### config.mk
export PLATFORM = sky130hd
export DESIGN_NAME = divider_restoring_seq
export DESIGN_NICKNAME = d
export VERILOG_FILES = /design/src/rtl/divider_pkg.sv /design/src/rtl/adder_subtractor_rc.sv /design/src/rtl/divider_restoring_seq.sv
export SDC_FILE = /design/constraint.sdc
export NUM_CORES = 1
export LEC_CHECK = 0
export BUFFER_PORTS_ARGS = -buffer_cell sky130_fd_sc_hd__buf_2
export CORE_ASPECT_RATIO = 1.4
export CORE_MARGIN = 10
export CORE_UTILIZATION = 39
export DETAILED_ROUTE_END_ITERATION = 10
export SETUP_SLACK_MARGIN = 0.5
export SYNTH_ARGS = -nofsm -noshare
export SYNTH_HDL_FRONTEND = slang
export SYNTH_SLANG_ARGS = --single-unit
### constraint.sdc
create_clock -name clk -period 5.95 [get_ports clk]
set_clock_uncertainty 0.2 [all_clocks]
set_input_delay 0.2975 -clock clk [delete_from_list [all_inputs] [get_ports clk]]
set_output_delay 0.2975 -clock clk [all_outputs]
set_load 0.1 [all_outputs]
### src/rtl/divider_pkg.sv
// Shared types and helpers for the sequential restoring divider.
package divider_pkg;

  typedef enum logic [1:0] {IDLE, RUN, DONE} div_state_t;

  // Iteration counter width; a 2-bit operand still needs one counter bit.
  function automatic int count_width(input int width);
    return (width > 2) ? $clog2(width) : 1;
  endfunction

endpackage

### src/rtl/adder_subtractor_rc.sv
// Ripple-carry adder/subtractor: {co,g} = a + (b ^ {sub}) + (ci ^ sub).
module adder_subtractor_rc #(
  parameter int WIDTH = 4
) (
  input  logic [WIDTH-1:0] a,
  input  logic [WIDTH-1:0] b,
  input  logic             sub,
  input  logic             ci,
  output logic [WIDTH-1:0] g,
  output logic             co
);

  logic [WIDTH-1:0] bx;
  logic [WIDTH:0]   c;

  always_comb begin
    bx   = b ^ {WIDTH{sub}};
    g    = '0;
    c    = '0;
    c[0] = ci ^ sub;
    for (int i = 0; i < WIDTH; i++) begin
      g[i]   = a[i] ^ bx[i] ^ c[i];
      c[i+1] = (a[i] & bx[i]) | (c[i] & (a[i] ^ bx[i]));
    end
    co = c[WIDTH];
  end

endmodule

### src/rtl/divider_restoring_seq.sv
// Sequential unsigned restoring divider: one quotient bit per clock,
// valid/ready on both the operand and the result side.
module divider_restoring_seq
  import divider_pkg::*;
#(
  parameter int WIDTH = 4
) (
  input  logic             clk,
  input  logic             reset_n,
  input  logic             in_valid,
  output logic             in_ready,
  input  logic [WIDTH-1:0] dividend,
  input  logic [WIDTH-1:0] divisor,
  output logic             out_valid,
  input  logic             out_ready,
  output logic [WIDTH-1:0] quotient,
  output logic [WIDTH-1:0] remainder,
  output logic             div_by_zero
);

  localparam int CW = count_width(WIDTH);

  div_state_t       state_q, state_d;
  logic [WIDTH-1:0] div_q, div_d;
  logic [WIDTH-1:0] q_q, q_d;
  logic [WIDTH-1:0] r_q, r_d;
  logic [CW-1:0]    cnt_q, cnt_d;
  logic [WIDTH-1:0] quotient_q, quotient_d;
  logic [WIDTH-1:0] remainder_q, remainder_d;
  logic             dbz_q, dbz_d;
  logic             in_ready_q, in_ready_d;
  logic             out_valid_q, out_valid_d;

  logic [WIDTH:0]   s;
  logic [WIDTH:0]   g;
  logic             co;
  logic             take;
  logic [WIDTH-1:0] r_next;
  logic [WIDTH-1:0] q_next;

  assign s = {r_q, q_q[WIDTH-1]};

  adder_subtractor_rc #(
    .WIDTH (WIDTH + 1)
  ) u_trial_sub (
    .a   (s),
    .b   ({1'b0, div_q}),
    .sub (1'b1),
    .ci  (1'b0),
    .g   (g),
    .co  (co)
  );

  // g[WIDTH] is zero whenever co is set, so gating on it never changes the decision.
  always_comb begin
    take   = co & ~g[WIDTH];
    r_next = take ? g[WIDTH-1:0] : s[WIDTH-1:0];
    q_next = {q_q[WIDTH-2:0], take};
  end

  always_comb begin
    state_d     = state_q;
    div_d       = div_q;
    q_d         = q_q;
    r_d         = r_q;
    cnt_d       = cnt_q;
    quotient_d  = quotient_q;
    remainder_d = remainder_q;
    dbz_d       = dbz_q;
    in_ready_d  = in_ready_q;
    out_valid_d = out_valid_q;
    case (state_q)
      IDLE: begin
        in_ready_d  = 1'b1;
        out_valid_d = 1'b0;
        if (in_valid && in_ready_q) begin
          in_ready_d = 1'b0;
          if (divisor != '0) begin
            div_d   = divisor;
            q_d     = dividend;
            r_d     = '0;
            cnt_d   = CW'(WIDTH - 1);
            state_d = RUN;
          end else begin
            quotient_d  = '1;
            remainder_d = dividend;
            dbz_d       = 1'b1;
            state_d     = DONE;
          end
        end
      end
      RUN: begin
        r_d   = r_next;
        q_d   = q_next;
        cnt_d = cnt_q - CW'(1);
        if (cnt_q == '0) begin
          quotient_d  = q_next;
          remainder_d = r_next;
          dbz_d       = 1'b0;
          out_valid_d = 1'b1;
          state_d     = DONE;
        end
      end
      DONE: begin
        // A zero-divisor result enters with out_valid low and raises it one edge later.
        if (out_valid_q && out_ready) begin
          out_valid_d = 1'b0;
          in_ready_d  = 1'b1;
          state_d     = IDLE;
        end else begin
          out_valid_d = 1'b1;
        end
      end
      default: begin
        state_d     = IDLE;
        in_ready_d  = 1'b1;
        out_valid_d = 1'b0;
      end
    endcase
  end

  always_ff @(posedge clk or negedge reset_n) begin
    if (!reset_n) begin
      state_q     <= IDLE;
      div_q       <= '0;
      q_q         <= '0;
      r_q         <= '0;
      cnt_q       <= '0;
      quotient_q  <= '0;
      remainder_q <= '0;
      dbz_q       <= 1'b0;
      in_ready_q  <= 1'b1;
      out_valid_q <= 1'b0;
    end else begin
      state_q     <= state_d;
      div_q       <= div_d;
      q_q         <= q_d;
      r_q         <= r_d;
      cnt_q       <= cnt_d;
      quotient_q  <= quotient_d;
      remainder_q <= remainder_d;
      dbz_q       <= dbz_d;
      in_ready_q  <= in_ready_d;
      out_valid_q <= out_valid_d;
    end
  end

  assign in_ready    = in_ready_q;
  assign out_valid   = out_valid_q;
  assign quotient    = quotient_q;
  assign remainder   = remainder_q;
  assign div_by_zero = dbz_q;

endmodule
## After elaboration in Yosys (flattened, before gate mapping)

Index checks and enable logic that the tools add are counted.

| word-level totals | value |
|---|---|
| flip-flop bits (word level) | 27 |
| bits in latches | 0 |
| RAM bits | 0 |
| memory bits (read-only) | 0 |
| input bits | 12 |
| output and inout bits | 11 |
| logic and storage cells | 90 |
| memories kept | 0 |

| cells by class | value |
|---|---|
| add/subtract/negate cells | 1 |
| multipliers | 0 |
| divide/modulo/power cells | 0 |
| $lt $le $gt $ge | 0 |
| equality and inequality tests | 7 |
| shift operators | 0 |
| mux-type cells | 33 |
| bitwise gates (word level) | 28 |
| reduce and logical (&&, ||, !) cells | 11 |

Operator list:

| cell | number |
|---|---|
| two-way mux 4 bit | 11 |
| one-hot mux 4 bit (2 select lines) | 4 |
| two-way mux 2 bit | 6 |
| AND 1 bit | 10 |
| != test 2 bit, second input constant | 5 |
| AND reduction 3 bit | 3 |
| XOR 1 bit | 9 |
| two-way mux 1 bit | 7 |
| one-hot mux 2 bit (3 select lines) | 1 |
| NOT 4 -> 5 bit | 1 |
| OR 1 bit | 5 |
| logical NOT 2 bit | 2 |
| one-hot mux 1 bit (2 select lines) | 2 |
| one-hot mux 2 bit (2 select lines) | 1 |
| AND reduction 4 bit | 1 |
| nonzero test 4 bit | 1 |
| NOT 1 bit | 3 |
| one-hot mux 1 bit (3 select lines) | 1 |
| == test 2 x 1 -> 1 bit, second input constant | 1 |
| == test 2 bit, second input constant | 1 |
| logical AND 1 bit | 2 |
| AND reduction 2 bit | 1 |
| nonzero test 2 bit | 1 |
| subtractor 2 x 1 -> 2 bit, second input constant | 1 |

## Depth between registers and ports, before layout

Gate-level depths: netlist of run 1.

| logic depth | value |
|---|---|
| depth in word-level cells | 15 |
| depth in mapped cells | 12 |

## Cells and area by module

From an unflattened synthesis of run 1, not the netlist that was laid out.

| unflattened totals | value |
|---|---|
| cell total of the unflattened synthesis | 193 |
| area, all modules | 1791.7 µm² |

Modules (own cells, without submodules):

| module | times used | cells an instance | area each (µm²) |
|---|---|---|---|
| divider_restoring_seq | 1 | 173 | 1597.8 |
| adder_subtractor_rc | 1 | 20 | 193.9 |

## Worst setup path after synthesis of run 1

Ideal clock, no wire load.

| timing | value |
|---|---|
| kind | register to register |
| start | register q_q[3] |
| end | register remainder_q[3], in the netlist remainder[3] |
| library setup time | 0.125 ns |
| arrival | 2.539 ns |
| required time | 5.625 ns |
| path slack | 3.085 ns |
| cell stages (with the launch flop) | 13 |
| path buffers | 0 |
| clock period less this slack | 2.865 ns |
| cell sequence | dfrtp_1 inv_1 ha_1 inv_1 fa_1 inv_1 fa_1 inv_1 fa_1 xnor2_1 mux2i_1 a21oi_1 mux2_2 |

| on the way | value |
|---|---|
| longest elaborated chain between the ends | 14 |
| elaborated cells on any way between the ends | 18 |

RTL lines:

| item | line | source |
|---|---|---|
| from (decl) | divider_restoring_seq.sv:25 | `logic [WIDTH-1:0] q_q, q_d;` |
| from (signal assigned) | divider_restoring_seq.sv:137 | `q_q <= q_d;` |
| AND 1 bit or XOR 1 bit (tied branches) | adder_subtractor_rc.sv:23 | `c[i+1] = (a[i] & bx[i]) \| (c[i] & (a[i] ^ bx[i]));` |
| OR 1 bit * | adder_subtractor_rc.sv:23 |  |
| AND 1 bit * | adder_subtractor_rc.sv:23 |  |
| OR 1 bit * | adder_subtractor_rc.sv:23 |  |
| AND 1 bit * | adder_subtractor_rc.sv:23 |  |
| OR 1 bit * | adder_subtractor_rc.sv:23 |  |
| AND 1 bit | adder_subtractor_rc.sv:23 |  |
| OR 1 bit | adder_subtractor_rc.sv:23 |  |
| AND 1 bit or XOR 1 bit (tied branches) | adder_subtractor_rc.sv:23, adder_subtractor_rc.sv:22 |  |
| OR 1 bit or NOT 1 bit (tied branches) | adder_subtractor_rc.sv:23, divider_restoring_seq.sv:56 |  |
| AND 1 bit | divider_restoring_seq.sv:56 | `take = co & ~g[WIDTH];` |
| two-way mux 4 bit * | divider_restoring_seq.sv:57 | `r_next = take ? g[WIDTH-1:0] : s[WIDTH-1:0];` |
| two-way mux 4 bit * | divider_restoring_seq.sv:96 | `if (cnt_q == '0) begin` |
| one-hot mux 4 bit (2 select lines) * | divider_restoring_seq.sv:72 | `case (state_q)` |
| to (signal assigned) | divider_restoring_seq.sv:141 | `remainder_q <= remainder_d;` |
| to (decl) | divider_restoring_seq.sv:29 | `logic [WIDTH-1:0] remainder_q, remainder_d;` |

Every way passes the cells marked *; elsewhere a longest branch is shown, timed or not. The select of a mux whose other input is x is not followed.
A chain may end at the register's enable or synchronous reset.

## Worst setup path after layout of run 1

| timing | value |
|---|---|
| start | register q_q[3] |
| end | register remainder_q[1], in the netlist remainder[1] |

| on the way | value |
|---|---|
| longest elaborated chain between the ends | 14 |
| elaborated cells on any way between the ends | 18 |

RTL lines:

| item | line |
|---|---|
| AND 1 bit or XOR 1 bit (tied branches) | adder_subtractor_rc.sv:23 |
| OR 1 bit * | adder_subtractor_rc.sv:23 |
| AND 1 bit | adder_subtractor_rc.sv:23 |
| OR 1 bit | adder_subtractor_rc.sv:23 |
| AND 1 bit | adder_subtractor_rc.sv:23 |
| OR 1 bit | adder_subtractor_rc.sv:23 |
| AND 1 bit | adder_subtractor_rc.sv:23 |
| OR 1 bit | adder_subtractor_rc.sv:23 |
| AND 1 bit or XOR 1 bit (tied branches) | adder_subtractor_rc.sv:23, adder_subtractor_rc.sv:22 |
| OR 1 bit or NOT 1 bit (tied branches) | adder_subtractor_rc.sv:23, divider_restoring_seq.sv:56 |
| AND 1 bit | divider_restoring_seq.sv:56 |
| two-way mux 4 bit * | divider_restoring_seq.sv:57 |
| two-way mux 4 bit * | divider_restoring_seq.sv:96 |
| one-hot mux 4 bit (2 select lines) * | divider_restoring_seq.sv:72 |

Marked as above.

==> metrics, run 1 <==
status=completed; Post-DRT Antenna Nets=0; Initial Utilization=between 40% and 50%; R2R depth=12; via count=986; port buffer count=22; Total Routing Usage GR=a little under a tenth; Clock transition at path regs=0.09 ns; final setup fails=0; Resized Gates After CTS=0; Min Hold Slack=0.06141 ns; Clock H-tree levels=1; largest net degree at the start of global routing=28; synth warn=0; Syn Area/Cell=10.86 sq um; number of distinct library cells after synthesis=27; Max Cap Violations=0; layout cell share with drive strength beyond 1=28.76%; Reg-to-Reg Start=q_q[3]; worst setup path end=remainder[1]; Max-slew headroom=41.05%; Placed Cells incl. Taps=between 150 and 200; min Tclk post-route=~3.1 ns; CTS sink count=27; core area=around 3400 sq um; CTS tree=built; met1 GRT Util=under 10%; arrival time at the worst endpoint=between 3 and 4 ns; flops & latches, synth=27; maximum clock insertion buffer count=2; Crit Path Class=reg2reg; area grow syn2layout=14.11%; grt ovf=0; flop-to-flop setup slack=about 2.8 ns; RSZ-0062 raised after global routing=no; Setup crit end kind=register; Syn Std Cell Area=1401 sq um; vias in the first global route=1049; I/O pins=23; Placer Congestion=roughly 0.83; most crowded layer after global routing=met2; Pre-Repair DR Iteration Count=4; GRT met3 Usage=under 10%; Antenna Cells=0; Post-layout nets=around 170; Post-Syn Nets=between 100 and 150; final WL=2.831 mm; latest clock arrival within the worst-skew pair=around 0.27 ns; first-pass GRT wire length=4.905 mm; initial antenna violation count=0; Hold Violations, Final=0; Final Non-Filler Cells=roughly 190; Critical Path RT=5.92 ns; setup TNS=0 ns; met2 GRT Util=between 15 and 20%; Gate Count Post-Synth=around 130; Worst-Margin Slew=between 0.8 and 0.9 ns; Final Core Density=~47%; Via density=between 5 and 6; Core Rows=25; Hold Crit Class=in2reg; Slew Viols, Final=0; Num CTS Buffers=3; wire per inst=between 10 and 15 um; DRT iter0 DRCs=32; FF-to-FF End=remainder[1]; Root Driver=clkbuf_8; fmax=roughly 320 MHz; Period Utilization, post-route=52.30%; die area=roughly 6400 sq um; DPL Wire Length=about 2.3 mm; Die X=70.66 um; sequential fraction of the synthesis area=roughly 48%; die height=about 90 um; critical path fanouts, max=5; Critical Path Start=q_q[3]; DRC viols=0; CP Launch Type=register
## logic make-up after synthesis
family                     Yosys count  share of synthesized area [%]
DFF                                 27                          48.30
adders and majority gates            8                          8.750
AOI/OAI and AO/OA                   28                          12.05
muxes                               20                          15.62
and+or+nand+nor                     29                          9.822
xor gates and xnor gates             1                         0.6251
buffers and inverters               16                          4.822
## final cells by class
| cell class | count | area, sq um |
|---|---|---|
| multi-input combinational | 86 | 656.9 |
| fill | 341 | 1810 |
| timing repair buffer | 23 | 120.1 |
| clock inverter | 1 | 5.005 |
| inverter | 13 | 48.80 |
| sequential | 27 | 676.9 |
| tap | 40 | 50.05 |
| clock buffer | 3 | 41.29 |
## registers in the layout (all words and copies together), names as in the netlist
name,cells
in_ready,1
out_valid,1
cnt_q,2
div_q,4
state_q,2
q_q,4
quotient,4
div_by_zero,1
remainder,4
r_q,4
## cell usage in the layout, fill, tap and decap left out
cell type,count
dfrtp_1,26
buf_2,22
mux2_2,15
inv_1,13
nor2_1,13
a21oi_1,11
nand2_1,6
o21ai_0,6
mux2i_1,5
ha_1,5
nand2b_1,4
o2bb2ai_1,4
fa_1,3
clkbuf_8,3
nand3_1,2
o21ai_1,2
nor4_1,1
nor2b_1,1
or4_4,1
and2b_1,1
a21boi_0,1
a211oi_1,1
xnor2_1,1
o21ai_2,1
a2bb2oi_1,1
o22ai_1,1
clkinv_2,1
dlygate4sd3_1,1
dfstp_2,1
## stage by stage
stage / setup slack, ns / area, sq um
final: 2.838 / 1599
after CTS: 2.849 / 1599
after global placement: 2.959 / 1543
after floorplan: 3.085 / 1401
after global routing: 2.627 / 1599
after detailed placement: 2.847 / 1543
## per-layer routing
metal,vias to the layer above,wire (um)
met5,-,0
met4,0,59
met3,6,163
met2,15,1477
met1,476,1132
li1,489,-
## how the worst min path moves through the flow
stage | startpoint | cells after the start | end
3_5_place_dp | reset_n | 1 | state_q[0]
4_1_cts | divisor[1] | 3 | div_q[1]
6_report | divisor[1] | 3 | div_q[1]
3_3_place_gp | reset_n | 1 | div_by_zero
2_1_floorplan | reset_n | 0 | cnt_q[0]
5_1_grt | divisor[1] | 3 | div_q[1]
## critical path, cell delays in order, from the launching register on
cell and delay [ns]:
dfrtp_1 0.38, inv_1 0.07, ha_1 0.14, inv_1 0.05
fa_1 0.36, inv_1 0.07, fa_1 0.15, inv_1 0.05
fa_1 0.37, xnor2_1 0.47, mux2i_1 0.31, a21oi_1 0.09
mux2_2 0.30
## Yosys cell counts, drive strengths merged
cell     count  area share (%)
a21oi       11             3.9
mux2        15              12
o22ai        1            0.45
nor2        13             3.5
a21boi       1            0.54
ha           5             4.5
o2bb2ai      4             2.5
dfstp        1             1.9
xnor2        1            0.63
nand2b       4             1.8
nor2b        1            0.45
dfrtp       26              46
inv         13             3.5
buf          1            0.80
and2b        1            0.54
nor4         1            0.45
o21ai        9             3.5
nand2        6             1.6
or4          1            0.80
mux2i        5             3.6
fa           3             4.3
a2bb2oi      1            0.63
clkbuf       2            0.54
nand3        2            0.71
a211oi       1            0.54
## what timing repair did
item	CTS	global route
hold endpoints to repair	26	0
hold buffers	1	0
buffers inserted	0	0
endpoints found under the setup margin	0	0
Power of run 1 is not shown: default switching activity piles up to over one toggle a cycle in this logic, so the estimate is an artifact.
==> run 2: changes to the inputs <==
ABC_AREA = 1   (was unset)
clock period = 3 ns   (was 5.95 ns; I/O delays follow)
==> metrics, run 2 <==
status=completed; commonest cells after routing, fill and taps aside=nand2_1 (68), dfrtp_1 (26), buf_2 (22), inv_1 (17), o21ai_0 (11); arrival time at the worst endpoint=around 2.4 ns; initial antenna violation count=0; CTS tree=built; Max Cap Violations=0; Period Utilization, post-route=roughly four fifths; ys async rst share=100.0%; Pre-Repair DR Iteration Count=4; maximum clock insertion buffer count=2; vias in the first global route=roughly 1200; top post-synthesis cells by area=dfrtp_1 (45%), nand2_1 (19%), inv_1 (5.7%); flop-to-flop setup slack=0.56 ns; Antenna Cells=0; Hold Crit Class=in2reg; CP most frequent cell=inv_2; commonest cells in the netlist=nand2_1 (74), dfrtp_1 (26), inv_1 (22), nand3_1 (14), o21ai_0 (14); Core Rows=26; CP Launch Type=register; flops & latches, synth=27; wire per inst=12.77 um; most frequent cell after synthesis=nand2_1; post-layout instance area=approximately 1800 sq um; Max-slew headroom=approximately three fifths; Post-DP Area=between 1500 and 2000 sq um; die area=between 6000 and 7000 sq um; CTS sink count=27; Final Core Density=50.10%; setup TNS=0 ns; Setup crit end kind=register; first-pass GRT wire length=around 5.7 mm; hold wc startpoint=dividend[3]; via count=1200; Placer Congestion=0.7709; fmax=about 400 MHz; Slowest-stage cell, CP=fa_2; CP max stage delay=0.42 ns; Critical Path RT=about 3.0 ns; Gate Count Post-Synth=between 150 and 200; dominant synthesized flop cell=dfrtp_1; port buffer count=22; R2R depth=14; Hold Violations, Final=0; DRC viols=0; layout cell share with drive strength beyond 1=25.47%; commonest non-fill, non-tap cell in the layout=nand2_1; crit-path cells=inv_2 -> ha_4 -> inv_2 -> fa_2 -> inv_2 -> fa_2 -> inv_2 -> fa_2 -> inv_2 -> nand2_4 -> nand4_1 -> nand3_2 -> nand2_2 -> nand2_2; Min Hold Slack=0.03334 ns; Reg-to-Reg Start=q_q[3]; Post-DRT Antenna Nets=0; hold path depth=5; RSZ-0062 raised after global routing=yes; latest clock arrival within the worst-skew pair=roughly 0.27 ns; Worst-Margin Slew=about 0.6 ns; min Tclk post-route=around 2.4 ns; area grow syn2layout=25.52%; DRT iter0 DRCs=51; Syn Std Cell Area=about 1400 sq um; Crit Path Class=reg2reg; number of distinct library cells after synthesis=23; Num CTS Buffers=3; core area=3611 sq um; synth warn=0; Clock H-tree levels=1; cell taking the most area after synthesis=dfrtp_1; post-synth top area share=45.14%; DPL Wire Length=about 2.4 mm; Initial Utilization=about 40%; EDFF count, synth=0; final WL=between 3 and 4 mm; Root Driver=clkbuf_8; Slew Viols, Final=0; Via density=4.724; Syn Area/Cell=just under 8 sq um; Total Routing Usage GR=about a tenth; I/O pins=23; Post-Syn Nets=roughly 200; grt ovf=0; final setup fails=0; FF-to-FF End=remainder[0]; Post-layout nets=about 230; sequential fraction of the synthesis area=between 40% and 50%; die height=approximately 92 um; Die X=between 70 and 80 um; Clock transition at path regs=approximately 0.090 ns; hold endpoint=remainder[3]; largest net degree at the start of global routing=28; critical path fanouts, max=5
run 2: cell count changes in the layout (fill, tap and decap cells not counted), sizes merged, moves of 4 or more:
cell,previous run,this run
o21ai,9,15
nand2,6,76
nand4,0,4
nand2b,4,0
mux2i,5,0
dlygate4sd3,1,6
inv,13,23
a21oi,11,3
mux2,15,0
nand3,2,14
o2bb2ai,4,0
nor2,13,4
run 2: final cells by class:
class / count / area [sq um]
flip-flops and latches: 27 / 676.9
inverters: 23 / 86.33
multi-input cells: 128 / 763.2
well taps: 42 / 52.55
fillers: 368 / 1802
clock buffers: 4 / 45.04
repair buffers: 30 / 185.2
run 2: how the worst max path moves through the flow:
stage	startpoint	endpoint
after CTS	q_q[3]	remainder[0]
after floorplan	q_q[3]	r_q[1]
after global placement	q_q[3]	remainder[0]
after global routing	q_q[3]	r_q[3]
final	q_q[3]	remainder[0]
after detailed placement	q_q[3]	r_q[1]
run 2: repair_timing:
action	in CTS	in global routing
pin swaps	1	9
hold buffers	6	0
resized for setup	4	28
setup buffers	0	1
setup endpoints to repair	9	10
gates cloned	0	0
hold endpoints to repair	31	0
run 2: critical path: cells and delay by family, from the launching register on:
family,cells,cell delay (ns)
flops,1,0.39
buf+inv,5,0.30
simple gates,5,0.41
fa+ha+maj,4,1.04
run 2: stage by stage:
step                std cells  setup slack (ns)
finish                    254            0.5555
global route              254            0.4574
CTS                       253            0.5056
detailed placement        243            0.4633
global placement          243            0.4836
floorplan                 182            0.6268
run 2: per-layer routing:
layer | global-route usage [%] | wire [um]
met1 | 12.07 | 1411
met4 | 3.236 | 46
met5 | 0 | 0
met2 | 17.33 | 1603
met3 | 3.128 | 183
run 2: kinds of logic after synthesis:
family                     Yosys count  share of synthesized area [%]
buffers and inverters               27                          7.639
and+or+nand+nor                    100                          28.99
DFF                                 27                          46.96
adders and majority gates            8                          8.507
AOI/OAI and AO/OA                   20                          7.900
Power of run 2 is left out for the same reason.
==> run 3: changes to the inputs <==
ABC_AREA = 0   (was 1)
clock period = 2.2 ns   (was 3 ns; I/O delays follow)
==> metrics, run 3 (synthesized netlist as in run 1, its figures left out) <==
status=complete, but fails checks; failing checks=negative hold slack, negative setup slack; min Tclk post-route=about 2.9 ns; first-pass GRT wire length=roughly 6.0 mm; die area=between 6000 and 7000 sq um; layout cell share with drive strength beyond 1=about three fifths; initial antenna violation count=0; Worst-Margin Slew=around 0.63 ns; arrival time at the worst endpoint=approximately 2.9 ns; vias in the first global route=1291; grt ovf=0; Clock H-tree levels=1; Num CTS Buffers=3; Hold Violations, Final=1; via count=1267; Critical Path RT=2.22 ns; Tot Pwr=4.207 mW; area grow syn2layout=70.09%; Crit Path Class=reg2reg; Placer Congestion=~0.81; I/O pins=23; Hold Crit Class=in2reg; Max Cap Violations=0; CTS sink count=27; commonest non-fill, non-tap cell in the layout=dfrtp_1; largest net degree at the start of global routing=28; Initial Utilization=between 40% and 50%; Pre-Repair DR Iteration Count=4; Slowest-stage cell, CP=dfrtp_1; RSZ-0062 raised after global routing=yes; CP most frequent cell=inv_2; critical path fanouts, max=4; maximum clock insertion buffer count=2; core area=3410 sq um; Root Driver=clkbuf_8; Min Hold Slack=-0.03222 ns; Core Rows=25; wire per inst=~18 um; Total Routing Usage GR=between 10% and 20%; DPL Wire Length=~2.3 mm; Period Utilization, post-route=131.3%; Post-DRT Antenna Nets=0; DRC viols=0; CP delay by family, top=adder cells; Slew Viols, Final=0; Antenna Cells=0; Via density=about 5.2; Post-layout nets=223; setup ws final=-0.6884 ns; CTS tree=built; DP Worst Slack=-0.6892 ns; Die X=70.66 um; Cell Pwr Density=between 1500 and 2000 nW/um^2; latest clock arrival within the worst-skew pair=around 0.28 ns; Final Core Density=a little over two thirds; DRT iter0 DRCs=36; CP max stage delay=0.41 ns; crit-path cells=inv_2 -> ha_4 -> inv_2 -> fa_2 -> inv_2 -> fa_2 -> inv_2 -> fa_2 -> xnor2_4 -> buf_4 -> mux2_4 -> a21oi_2 -> mux2_2; multi-input logic area=~950 sq um; Setup crit end kind=register; Reg area=681.9 sq um; die height=between 90 and 100 um; commonest cells after routing, fill and taps aside=dfrtp_1 (25), buf_4 (23), buf_2 (22), mux2_4 (11), buf_6 (11); filler instances=between 200 and 250; fmax=approximately 350 MHz; worst path bufs/invs=5; CP Launch Type=register; final setup fails=10; port buffer count=22; Clock transition at path regs=~0.1 ns; Pleak=~1.1 nW; Max-slew headroom=about three fifths; final WL=about 4.4 mm; Max VDD drop=1508 uV
-- run 3: power breakdown --
part	switching (mW)	total [mW]	internal, mW
Combinational	1.62	3.06	1.45
Sequential	0.145	0.851	0.707
Clock	0.164	0.294	0.130
Total	1.93	4.21	2.28
-- run 3: worst register-to-register path, delay by kind of cell (launching register included) --
kind            cells  cell delay (ns)
mux                 2             0.46
xor+xnor            1             0.24
buf+inv             5             0.39
flops               1             0.41
compound gates      1             0.12
fa+ha+maj           4             1.02
-- run 3: what timing repair did --
action | 4_1_cts | 5_1_grt
setup buffers | 12 | 19
endpoints found under the setup margin | 23 | 23
resized for setup | 37 | 39
pin swaps | 5 | 16
hold buffers | 9 | 0
endpoints found under the hold margin | 34 | 0
gates cloned | 0 | 2
-- run 3: metrics by stage --
stage	area [sq um]	TNS (ns)	cells
final	2384	-5.880	242
after global routing	2384	-6.627	242
after CTS	2057	-5.295	221
after detailed placement	1684	-5.386	196
after global placement	1684	-4.652	196
after floorplan	1470	-3.225	129
-- run 3: layout make-up --
| cell class | instances | area share (%) |
|---|---|---|
| tap | 40 | 2.100 |
| sequential | 27 | 28.61 |
| multi-input combinational | 87 | 39.68 |
| inverter | 13 | 2.047 |
| clock buffer | 4 | 1.890 |
| timing repair buffer | 71 | 25.67 |
-- run 3: routing by layer --
layer	global-route usage [%]	wire (um)
met1	12.35	1628
met3	1.870	114
met2	19.59	2493
met4	5.502	144
met5	0	0
-- run 3: final timing paths --
check | from | end | slack, ns | cells after the start
max | q_q[3] | remainder[0] | -0.69 | 13
min | out_ready | out_valid | -0.03 | 4
max reg2reg | q_q[3] | remainder[0] | -0.69 | 13
min reg2reg | quotient[3] | quotient[3] | 0.32 | 1
max in group asynchronous | reset_n | out_valid | 1.18 | 2
min in group asynchronous | reset_n | remainder[2] | 0.18 | 2
(Power assumes the default switching activity.)
